--- src/rtl/program_loader_if.sv ---
// Byte-stream input and memory/status output bundle of the program loader.
// The loader side uses the slave modport; the feeding/observing side uses master.
interface program_loader_if;
    logic        byte_valid;
    logic [7:0]  byte_in;
    logic [31:0] mem_address;
    logic        mem_mode;
    logic [31:0] mem_data;
    logic        busy;
    logic        done;
    logic        error;
    logic [31:0] words_written;

    modport slave (
        input  byte_valid, byte_in,
        output mem_address, mem_mode, mem_data, busy, done, error, words_written
    );

    modport master (
        output byte_valid, byte_in,
        input  mem_address, mem_mode, mem_data, busy, done, error, words_written
    );
endinterface

--- src/rtl/program_loader.sv ---
// Framed byte-stream boot loader: SYNC, 4-byte BE word count, BE payload words, XOR checksum.
// Owns the memory write port and emits one single-cycle write per assembled word.
module program_loader #(
    parameter logic [31:0] BASE_ADDR = 32'd0,
    parameter int unsigned MAX_WORDS = 4016,
    parameter logic [7:0]  SYNC_BYTE = 8'hA5
) (
    input logic             clock,
    input logic             reset,
    program_loader_if.slave bus
);

    typedef enum logic [2:0] {StIdle, StLen, StData, StCsum, StError} state_e;

    state_e      state_q, state_d;
    logic [1:0]  cnt_q, cnt_d;
    logic [31:0] len_q, len_d;
    logic [23:0] word_q, word_d;
    logic [7:0]  csum_q, csum_d;
    logic [31:0] addr_q, addr_d;
    logic [31:0] data_q, data_d;
    logic        mode_q, mode_d;
    logic        busy_q, busy_d;
    logic        done_q, done_d;
    logic        error_q, error_d;
    logic [31:0] words_q, words_d;

    logic        valid;
    logic [7:0]  din;
    logic [31:0] len_next;
    logic [31:0] word_full;

    assign valid     = bus.byte_valid;
    assign din       = bus.byte_in;
    assign len_next  = {len_q[23:0], din};
    assign word_full = {word_q, din};

    always_comb begin
        state_d = state_q;
        cnt_d   = cnt_q;
        len_d   = len_q;
        word_d  = word_q;
        csum_d  = csum_q;
        addr_d  = addr_q;
        data_d  = data_q;
        mode_d  = 1'b0;
        busy_d  = busy_q;
        done_d  = done_q;
        error_d = error_q;
        words_d = words_q;

        case (state_q)
            StIdle, StError: begin
                if (valid && din == SYNC_BYTE) begin
                    state_d = StLen;
                    busy_d  = 1'b1;
                    done_d  = 1'b0;
                    error_d = 1'b0;
                    words_d = 32'd0;
                    csum_d  = 8'd0;
                    cnt_d   = 2'd0;
                end
            end
            StLen: begin
                if (valid) begin
                    csum_d = csum_q ^ din;
                    len_d  = len_next;
                    cnt_d  = cnt_q + 2'd1;
                    if (cnt_q == 2'd3) begin
                        if (len_next > 32'(MAX_WORDS)) begin
                            state_d = StError;
                            error_d = 1'b1;
                            busy_d  = 1'b0;
                        end else if (len_next == 32'd0) begin
                            state_d = StCsum;
                        end else begin
                            state_d = StData;
                        end
                    end
                end
            end
            StData: begin
                if (valid) begin
                    csum_d = csum_q ^ din;
                    word_d = word_full[23:0];
                    cnt_d  = cnt_q + 2'd1;
                    if (cnt_q == 2'd3) begin
                        // Write registers are separate from assembly, so the next byte
                        // can be accepted during the write cycle.
                        data_d  = word_full;
                        addr_d  = BASE_ADDR + words_q;
                        mode_d  = 1'b1;
                        words_d = words_q + 32'd1;
                        if (words_q + 32'd1 == len_q) begin
                            state_d = StCsum;
                        end
                    end
                end
            end
            StCsum: begin
                if (valid) begin
                    busy_d = 1'b0;
                    if (din == csum_q) begin
                        state_d = StIdle;
                        done_d  = 1'b1;
                    end else begin
                        state_d = StError;
                        error_d = 1'b1;
                    end
                end
            end
            default: state_d = StIdle;
        endcase
    end

    always_ff @(posedge clock) begin
        if (reset) begin
            state_q <= StIdle;
            cnt_q   <= 2'd0;
            len_q   <= 32'd0;
            word_q  <= 24'd0;
            csum_q  <= 8'd0;
            addr_q  <= 32'd0;
            data_q  <= 32'd0;
            mode_q  <= 1'b0;
            busy_q  <= 1'b0;
            done_q  <= 1'b0;
            error_q <= 1'b0;
            words_q <= 32'd0;
        end else begin
            state_q <= state_d;
            cnt_q   <= cnt_d;
            len_q   <= len_d;
            word_q  <= word_d;
            csum_q  <= csum_d;
            addr_q  <= addr_d;
            data_q  <= data_d;
            mode_q  <= mode_d;
            busy_q  <= busy_d;
            done_q  <= done_d;
            error_q <= error_d;
            words_q <= words_d;
        end
    end

    assign bus.mem_address   = addr_q;
    assign bus.mem_mode      = mode_q;
    assign bus.mem_data      = data_q;
    assign bus.busy          = busy_q;
    assign bus.done          = done_q;
    assign bus.error         = error_q;
    assign bus.words_written = words_q;

endmodule

--- src/flat_wrapper.sv ---
// flat-port wrapper written by rule: the top's interface ports become plain ports
module program_loader_flat 
#(
    parameter logic [31:0] BASE_ADDR = 32'd0,
    parameter int unsigned MAX_WORDS = 4016,
    parameter logic [7:0]  SYNC_BYTE = 8'hA5
)
  (clock, reset, bus_byte_valid, bus_byte_in, bus_mem_address, bus_mem_mode, bus_mem_data, bus_busy, bus_done, bus_error, bus_words_written);
  program_loader_if bus_i ();
  input logic clock;
  input logic reset;
  input wire logic [$bits(bus_i.byte_valid)-1:0] bus_byte_valid;
  input wire logic [$bits(bus_i.byte_in)-1:0] bus_byte_in;
  output wire logic [$bits(bus_i.mem_address)-1:0] bus_mem_address;
  output wire logic [$bits(bus_i.mem_mode)-1:0] bus_mem_mode;
  output wire logic [$bits(bus_i.mem_data)-1:0] bus_mem_data;
  output wire logic [$bits(bus_i.busy)-1:0] bus_busy;
  output wire logic [$bits(bus_i.done)-1:0] bus_done;
  output wire logic [$bits(bus_i.error)-1:0] bus_error;
  output wire logic [$bits(bus_i.words_written)-1:0] bus_words_written;
  assign bus_i.byte_valid = bus_byte_valid;
  assign bus_i.byte_in = bus_byte_in;
  assign bus_mem_address = bus_i.mem_address;
  assign bus_mem_mode = bus_i.mem_mode;
  assign bus_mem_data = bus_i.mem_data;
  assign bus_busy = bus_i.busy;
  assign bus_done = bus_i.done;
  assign bus_error = bus_i.error;
  assign bus_words_written = bus_i.words_written;
  program_loader #(.BASE_ADDR(BASE_ADDR), .MAX_WORDS(MAX_WORDS), .SYNC_BYTE(SYNC_BYTE)) u_core (.clock(clock), .reset(reset), .bus(bus_i));
endmodule
--- config.mk ---
export PLATFORM = sky130hd
export DESIGN_NAME = program_loader_flat
export DESIGN_NICKNAME = d
export VERILOG_FILES = /design/src/rtl/program_loader_if.sv /design/src/rtl/program_loader.sv /design/src/flat_wrapper.sv
export SDC_FILE = /design/constraint.sdc
export NUM_CORES = 1
export LEC_CHECK = 0
export CAP_MARGIN = 20
export CORE_MARGIN = 3
export CORE_UTILIZATION = 50
export CTS_CLUSTER_SIZE = 16
export DETAILED_ROUTE_END_ITERATION = 8
export DONT_BUFFER_PORTS = 1
export GPL_TIMING_DRIVEN = 0
export SLEW_MARGIN = 20
export SYNTH_ARGS = -nofsm -noshare
export SYNTH_HDL_FRONTEND = slang
export SYNTH_SLANG_ARGS = --single-unit
--- constraint.sdc ---
create_clock -name clock -period 2.95 [get_ports clock]
set_input_delay 0.59 -clock clock [delete_from_list [all_inputs] [get_ports clock]]
set_output_delay 0.59 -clock clock [all_outputs]
set_load 0.01 [all_outputs]
==> flow_summary.yaml, run 1 <==
finish:
  fin_area_um2: 9060
  final_cells: 1302
  drive_above_1_share: 0.114
  diodes: 0
  syn2layout_area_growth_pct: 14.6
  nets: 1091
sta:
  tightest_slew_ns: 0.842
  setup_viol: 0
  finClkSkew_ns: 0.00892
  max_clock_freq_mhz: 347
  slew_headroom: 0.438
  min_period_ns: 2.88
  final_max_slew_viol_count: 0
  rsz0062_at_grt: "true"
  hold_viol: 0
  period_share: 0.976
cts:
  cts_tree: "built"
  cts-htree-levels: 4
  numCtsBuffers: 17
  worstSkewPairLatency_ns: 0.43
  clk_pin_slew_ns: 0.07
  clock-root-buffer: "clkbuf_16"
  clkSinkCount: 169
  postCtsHoldBufs: 0
  cts_buffer_depth: 2
routing:
  wl_met3_um: 1580
  wl_met1_um: 10400
  dr.first_iter.drc_count: 555
  dr.pass1.iters: 5
  routedWlPerCell_um: 18.4
  ant_nets: 0
  wl_met2_um: 11200
  drc: 0
  routed_wl_um: 23900
  via_per_inst: 5.74
  vias: 7472
  maxUsedRoutingLayer: "met4"
die:
  ioPinCount: 111
  fp.dieH_um: 132
  rows: 45
  initial_utilization: 0.516
  core-area_um2: 15300
  dieArea_um2: 17400
  die_w_um: 132
placed_design:
  dpl_cell_area_um2: 8170
  gp_congestion: 0.902
  dp_cells: 1257
  io_buffers: 0
  dp_hpwl_um: 17100
grt:
  grt_max_degree: 17
  grt-ovfl-total: 0
  grt_usage: 0.272
  grt_pass1_vias: 6964
  antenna_found_initial: 0
  grt_pass1_wl_um: 37900
logic_synthesis:
  synth_edf_count: 0
  synth_cells: 1046
  syn_avg_cell_area_um2: 7.56
  yosys.area.top_type: "dfxtp_1"
  synth.top_cell.area_share: 0.428
  synth_cell_types: 65
  yosys_warnings: 0
  async_flop_share: 0
  synth_ff_type: "dfxtp_1"
  synth_area_leaders: "dfxtp_1 (43%), nand2_1 (14%), a21oi_1 (10%), clkbuf_1 (3.6%), xnor2_1 (3.5%)"
  syn_nets: 1059
  yosysSeqAreaShare: 0.428
  synth-seq-cells: 169
  synth_area_um2: 7910
job:
  cap_violations: 0
min_path:
  hp-start: "u_core.word_q[22]"
  hold_class: "register to register"
critical_path:
  cp-end-kind: "register"
  crit_start: "u_core.bus.words_written[0]"
  crit_fanout: 7
  cp-start-kind: "register"
  required_ns: 3.29
  arrival_ns: 3.21
  worstSetupPathType: "register to register"
  reg2reg_from: "u_core.bus.words_written[0]"
power_and_ir_drop:
  leakage_uw: 0.00296
  power.density_nw_per_um2: 501
  ir_worst_vdd_v: 0.000429
run_status:
  outcome: "complete, no violations"
-- placed cells by master, fill, tap and decap left out, types with 11 or more instances in the layout --
master | Yosys | routed
buf_4 | 4 | 18
xor2_1 | 20 | 20
nand4_1 | 15 | 15
nand3_1 | 23 | 22
nor2_1 | 56 | 54
dfxtp_2 | 0 | 15
a21oi_1 | 158 | 157
nor3_1 | 23 | 21
nor3b_1 | 15 | 15
buf_6 | 2 | 12
dfxtp_1 | 169 | 153
a311oi_1 | 12 | 12
o21ai_0 | 26 | 26
clkbuf_16 | 0 | 17
nand2_1 | 292 | 292
xnor2_1 | 32 | 32
clkbuf_1 | 76 | 61
and3_1 | 12 | 11
-- report_power, final --
group          total [uW]  internal, uW  switching [uW]
logic                92.0          16.9            75.1
clock network        2170          1170             997
registers            2280          2280           0.526
total                4540          3470            1070
-- metal layers --
layer  up-vias  GRT usage
li1       3652          -
met1      3557      0.348
met2       227      0.451
met3        36     0.0641
met4         0     0.0957
met5         -          0
-- per-stage QoR --
stage	hold slack (ns)	setup TNS, ns	worst slack, ns	utilization	total power, uW
2_1_floorplan	0.432	0	0.275	-	2390
3_3_place_gp	0.444	-5.00	-0.346	0.533	2430
3_5_place_dp	0.446	-5.32	-0.359	0.533	2430
4_1_cts	0.458	0	0.00400	0.580	4580
5_1_grt	0.474	-0.160	-0.0935	0.592	4670
6_report	0.456	0	0.0717	0.592	4540
-- what timing repair did --
item	4_1_cts	5_1_grt
pin swaps	6	12
hold endpoints to repair	0	0
resized for setup	41	44
setup endpoints to repair	3	78
buffers inserted	8	7
-- logic make-up after synthesis --
family | Yosys count | share of synthesized area
flip-flops | 169 | 0.428
AND/OR/NAND/NOR | 486 | 0.282
XOR/XNOR | 52 | 0.0576
AO/OA/AOI/OAI | 236 | 0.173
adder cells (fa/ha/maj) | 2 | 0.00316
multiplexers | 3 | 0.00427
buffers and inverters | 98 | 0.0516
-- critical path, cell delays in order, from the launching register on --
cell and delay [ns]:
dfxtp_4 0.38, buf_6 0.13, nand4_1 0.10, buf_4 0.17, or4_4 0.59, buf_4 0.18, nor4_2 0.17, a21oi_1 0.13
a311oi_2 0.34, and4_4 0.32, nor3_2 0.05, a311oi_2 0.23
-- sequential cells by signal (all words and copies together) (netlist names) --
name                      flops
u_core.state_q                3
u_core.len_q                 32
u_core.bus.busy               1
u_core.word_q                24
u_core.bus.error              1
u_core.bus.done               1
u_core.bus.mem_address       32
u_core.cnt_q                  2
u_core.bus.words_written     32
u_core.bus.mem_data          32
u_core.bus.mem_mode           1
u_core.csum_q                 8
-- cells in the mapped netlist, types with 2 or more instances --
library cell,instances
xor2_1,20
or3_1,4
and2_1,4
dfxtp_1,169
mux2_2,2
and3_1,12
nand3_1,23
nand2b_1,2
o21a_1,3
a21oi_1,158
buf_6,2
nand4_1,15
xnor2_1,32
nor3b_1,15
nand2_1,292
o21ai_1,4
nor3_1,23
ha_1,2
clkbuf_1,76
nor2_1,56
and4_1,4
nand3b_1,2
a31oi_1,7
o21ai_0,26
o22ai_1,4
nor4_1,16
buf_4,4
a311oi_1,12
a311oi_2,2
or4_1,3
o311ai_0,2
or4_4,2
nor4b_2,2
inv_1,8
buf_2,7
o2111ai_1,2
-- worst paths after layout --
kind,to,slack (ns),cells past startpoint
hold / removal,u_core.bus.mem_data[30],0.46,2
setup reg to reg,u_core.state_q[1],0.07,11
setup / recovery,u_core.state_q[1],0.07,11
hold reg to reg,u_core.bus.mem_data[30],0.46,2
-- layout make-up --
class,instances,area [um^2]
Fill cell,1525,6260
Inverter,8,30.0
Tap cell,211,264
Clock inverter,12,108
Clock buffer,20,467
Sequential cell,169,3410
Buffer,88,447
Multi-Input combinational cell,779,4230
Timing Repair Buffer,15,113
Power figures use the tool's default switching activity.
==> inputs of run 2 (changes only) <==
- CORE_ASPECT_RATIO: default -> 1.5
==> run 2 against run 1 <==
  * Combinational power decreased by 2%
  * Worst hold slack got worse by 0.0035 ns
  * Clock power increased by 6%
  * Sequential share of layout area decreased by 0.28 points
  * Die area increased by 0.18%
  * Global-route usage increased by 1.5 points
  * Utilization increased by 0.70 points
  * Critical path type unchanged
==> flow_summary.yaml, run 2 (synthesis gave the netlist of run 1 again) <==
die:
  dieArea_um2: 17400
  rows: 55
  fp.dieH_um: 160
  die_w_um: 109
  initial_utilization: 0.518
  core-area_um2: 15300
  ioPinCount: 111
grt:
  grt_pass1_wl_um: 38900
  grt_pass1_vias: 7279
  antenna_found_initial: 0
  grt_usage: 0.287
  grt_max_degree: 21
  grt-ovfl-total: 0
critical_path:
  crit_fanout: 6
  crit_top_cell: "nor4b_2"
  reg2reg_from: "u_core.bus.words_written[0]"
  cp-start-kind: "register"
  worstSetupPathType: "register to register"
  max_stage_delay_ns: 0.49
  required_ns: 3.31
  arrival_ns: 3.21
  path_cells: "clkbuf_8 -> nand4_1 -> or4_4 -> buf_8 -> nor4b_2 -> o22ai_1 -> nor4_2 -> and4_4 -> nor3_1 -> nor4b_2"
  cp_slowest_cell: "or4_4"
  crit_start: "u_core.bus.words_written[0]"
  cp-end-kind: "register"
finish:
  mostFrequentLayoutCell: "nand2_1"
  nets: 1097
  multi_input_area_um2: 4230
  layout_common_cells: "nand2_1 (292), a21oi_1 (157), dfxtp_1 (154), clkbuf_1 (64), nor2_1 (55)"
  fin_area_um2: 9140
  regArea_um2: 3410
  drive_above_1_share: 0.115
  diodes: 0
  syn2layout_area_growth_pct: 15.7
  num-fill-cells: 1525
  fin_util: 0.599
sta:
  finClkSkew_ns: 0.00973
  min_period_ns: 2.85
  hold_viol: 0
  slew_headroom: 0.405
  max_clock_freq_mhz: 351
  setup_viol: 0
  period_share: 0.966
  final_max_slew_viol_count: 0
  tightest_slew_ns: 0.893
  rsz0062_at_grt: "false"
power_and_ir_drop:
  leakage_uw: 0.00298
  ir_worst_vdd_v: 0.000348
  power.density_nw_per_um2: 512
placed_design:
  io_buffers: 0
  gp_congestion: 0.938
  dpl_cell_area_um2: 8160
  dp_hpwl_um: 18000
cts:
  cts_buffer_depth: 2
  worstSkewPairLatency_ns: 0.44
  cts-htree-levels: 4
  cts_tree: "built"
  clkSinkCount: 169
  clock-root-buffer: "clkbuf_16"
  numCtsBuffers: 17
  clk_pin_slew_ns: 0.07
  postCtsHoldBufs: 0
routing:
  via_per_inst: 5.76
  drc: 0
  routed_wl_um: 24900
  ant_nets: 0
  routedWlPerCell_um: 19.2
  vias: 7471
  dr.first_iter.drc_count: 398
  dr.pass1.iters: 5
min_path:
  hold_class: "register to register"
  hp-start: "u_core.word_q[21]"
job:
  cap_violations: 0
run_status:
  outcome: "complete, no violations"
-- run 2: worst paths after layout --
check,to,slack [ns],cells past startpoint
hold reg to reg,u_core.bus.mem_data[29],0.45,2
setup reg to reg,u_core.state_q[0],0.10,10
setup / recovery,u_core.state_q[0],0.10,10
hold / removal,u_core.bus.mem_data[29],0.45,2
-- run 2: cell type report --
cell class / count / area share
inverters: 8 / 0.00328
clock inverters: 15 / 0.0212
flip-flops and latches: 169 / 0.373
multi-input cells: 779 / 0.462
plain buffers: 90 / 0.0509
well taps: 199 / 0.0272
clock buffers: 17 / 0.0465
repair buffers: 19 / 0.0156
-- run 2: routing by layer --
layer	vias to the layer above	wire length [um]	global-route usage
met3	60	1260	0.0586
li1	3655	-	-
met1	3543	9620	0.322
met5	-	0	0
met4	0	1060	0.134
met2	213	12900	0.509
-- run 2: where the power goes --
group | switching, uW | internal (uW)
registers | 0.539 | 2280
clock network | 1150 | 1160
logic | 73.1 | 16.8
total | 1230 | 3450
-- run 2: repair_timing --
item                                    in CTS  in global routing
gates resized for setup                     56                 17
pin swaps                                   11                  7
cloned                                       0                  0
buffers inserted                            18                  1
endpoints found under the setup margin       6                 16
-- run 2: stage by stage --
stage | total power [uW] | hold WS (ns) | TNS, ns | instances | setup slack, ns
floorplan | 2390 | 0.432 | 0 | 1046 | 0.275
global placement | 2420 | 0.438 | -4.45 | 1245 | -0.417
detailed placement | 2420 | 0.444 | -4.46 | 1245 | -0.431
CTS | 4700 | 0.455 | 0 | 1295 | 0.00130
global route | 4810 | 0.473 | 0 | 1296 | 0.000395
finish | 4680 | 0.452 | 0 | 1296 | 0.101
-- run 2: critical path, delay by kind of cell (launching register included) --
kind            cells  cell delay [ns]
compound gates      1             0.13
buf+inv             2             0.29
flops               1             0.39
simple gates        7             1.95
==> inputs of run 3 (changes only) <==
- CORE_UTILIZATION: 50 -> 55
- PLACE_DENSITY: default -> 0.7
==> run 3 against run 2 <==
  * Die area shrank 8.7%
  * Clock power about the same
  * Final cell count shrank 0.69%
  * First-iteration DRC count rose by 15%
  * Combinational power shrank 0.7%
  * Total power down 0.75%
  * Sequential share of layout area is 0.11 points higher
  * Utilization grew 5.2 points
  * Critical path type unchanged
  * Largest power group unchanged
==> flow_summary.yaml, run 3 (synthesis gave the netlist of run 1 again) <==
run_status:
  outcome: "complete, no violations"
grt:
  grt_pass1_vias: 7198
  grt_max_degree: 21
  grt-ovfl-total: 0
  grt_usage: 0.292
  antenna_found_initial: 0
  grt_pass1_wl_um: 37500
cts:
  cts_tree: "built"
  worstSkewPairLatency_ns: 0.44
  cts_buffer_depth: 2
  cts-htree-levels: 4
  clkSinkCount: 169
  clock-root-buffer: "clkbuf_16"
  clk_pin_slew_ns: 0.08
  numCtsBuffers: 17
  postCtsHoldBufs: 0
power_and_ir_drop:
  switchingPower_uw: 1200
  ir_worst_vdd_v: 0.000412
  combPwrFrac: 0.019
  p_seq_frac: 0.489
  leakage_uw: 0.00299
  p_clk_frac: 0.491
  power.density_nw_per_um2: 507
  internal_power_uw: 3450
  swShare: 0.257
placed_design:
  dp_hpwl_um: 17100
  io_buffers: 0
  dp_slack_ns: -0.388
  gp_congestion: 0.944
  dpl_cell_area_um2: 8150
critical_path:
  path_cells: "buf_6 -> nand3_1 -> or4_4 -> nor4_4 -> nand4_1 -> a2111oi_4 -> and4_4 -> nor3_2 -> nor4b_2"
  crit_fanout: 10
  crit_family: "simple AND/OR/NAND/NOR gates"
  critPathBufInv: 1
  arrival_ns: 3.22
  max_stage_delay_ns: 0.58
  cp_slowest_cell: "or4_4"
  worstSetupPathType: "register to register"
  required_ns: 3.30
  cp-start-kind: "register"
  cp-end-kind: "register"
routing:
  dr.first_iter.drc_count: 459
  vias: 7590
  dr.pass1.iters: 6
  routed_wl_um: 23700
  routedWlPerCell_um: 18.4
  ant_nets: 0
  drc: 0
  via_per_inst: 5.90
finish:
  multi_input_area_um2: 4230
  regArea_um2: 3420
  diodes: 0
  drive_above_1_share: 0.116
  mostFrequentLayoutCell: "nand2_1"
  syn2layout_area_growth_pct: 15.7
  nets: 1095
  fin_area_um2: 9150
  num-fill-cells: 1284
  layout_common_cells: "nand2_1 (292), a21oi_1 (157), dfxtp_1 (152), clkbuf_1 (61), nor2_1 (56)"
die:
  initial_utilization: 0.562
  dieArea_um2: 15900
  fp.dieH_um: 153
  ioPinCount: 111
  die_w_um: 104
  core-area_um2: 14100
  rows: 53
sta:
  min_period_ns: 2.86
  period_share: 0.970
  max_clock_freq_mhz: 349
  final_max_slew_viol_count: 0
  finClkSkew_ns: 0.00998
  setup_slack_ns: 0.0872
  tightest_slew_ns: 0.841
  setup_viol: 0
  hold_viol: 0
  slew_headroom: 0.439
min_path:
  hold_class: "register to register"
job:
  cap_violations: 0
[run 3: per-layer routing]
| metal | share of wire | GRT usage | up-vias |
|---|---|---|---|
| met5 | 0 | 0 | - |
| met4 | 0.049 | 0.149 | 0 |
| met3 | 0.066 | 0.0591 | 75 |
| met2 | 0.51 | 0.529 | 311 |
| met1 | 0.37 | 0.321 | 3543 |
| li1 | - | - | 3661 |
[run 3: power groups by stage]
stage                     Clock (uW)  Combinational, uW  Sequential (uW)
after detailed placement           0               89.2             2330
after CTS                       2300               89.7             2280
after global placement             0               88.3             2330
after global routing            2400               97.2             2270
after floorplan                    0               56.7             2330
final                           2280               89.4             2270
[run 3: worst paths after layout]
path,slack (ns),start,depth (start not counted),to
worst min register to register,0.46,u_core.word_q[19],2,u_core.word_q[19]
worst max-delay path,0.09,u_core.bus.words_written[16],9,u_core.state_q[0]
worst max register to register,0.09,u_core.bus.words_written[16],9,u_core.state_q[0]
worst min-delay path,0.46,u_core.word_q[19],2,u_core.word_q[19]
[run 3: what timing repair did]
action | CTS | global route
setup buffers | 11 | 9
setup endpoints to repair | 5 | 18
gates resized for setup | 42 | 50
pin swaps | 8 | 10
[run 3: worst register-to-register path, stage by stage (launching register included)]
cell       delay (ns)
dfxtp_4          0.37
buf_6            0.14
nand3_1          0.08
or4_4            0.58
nor4_4           0.37
nand4_1          0.26
a2111oi_4        0.36
and4_4           0.32
nor3_2           0.06
nor4b_2          0.24
[run 3: cell type report]
cell class / count / area share
clock buffer: 17 / 0.0465
multi-input combinational: 779 / 0.463
timing repair buffer: 20 / 0.0178
clock inverter: 15 / 0.0211
buffer: 87 / 0.0483
inverter: 8 / 0.00328
sequential: 169 / 0.374
tap: 192 / 0.0263
[run 3: metrics by stage]
stage | util | hold WS (ns) | total power (uW) | instances | TNS [ns]
after detailed placement | 0.579 | 0.449 | 2420 | 1238 | -3.33
final | 0.651 | 0.458 | 4640 | 1287 | 0
after CTS | 0.637 | 0.462 | 4670 | 1281 | 0
after global placement | 0.579 | 0.444 | 2420 | 1238 | -3.25
after floorplan | - | 0.432 | 2390 | 1046 | 0
after global routing | 0.651 | 0.487 | 4770 | 1287 | -0.0610
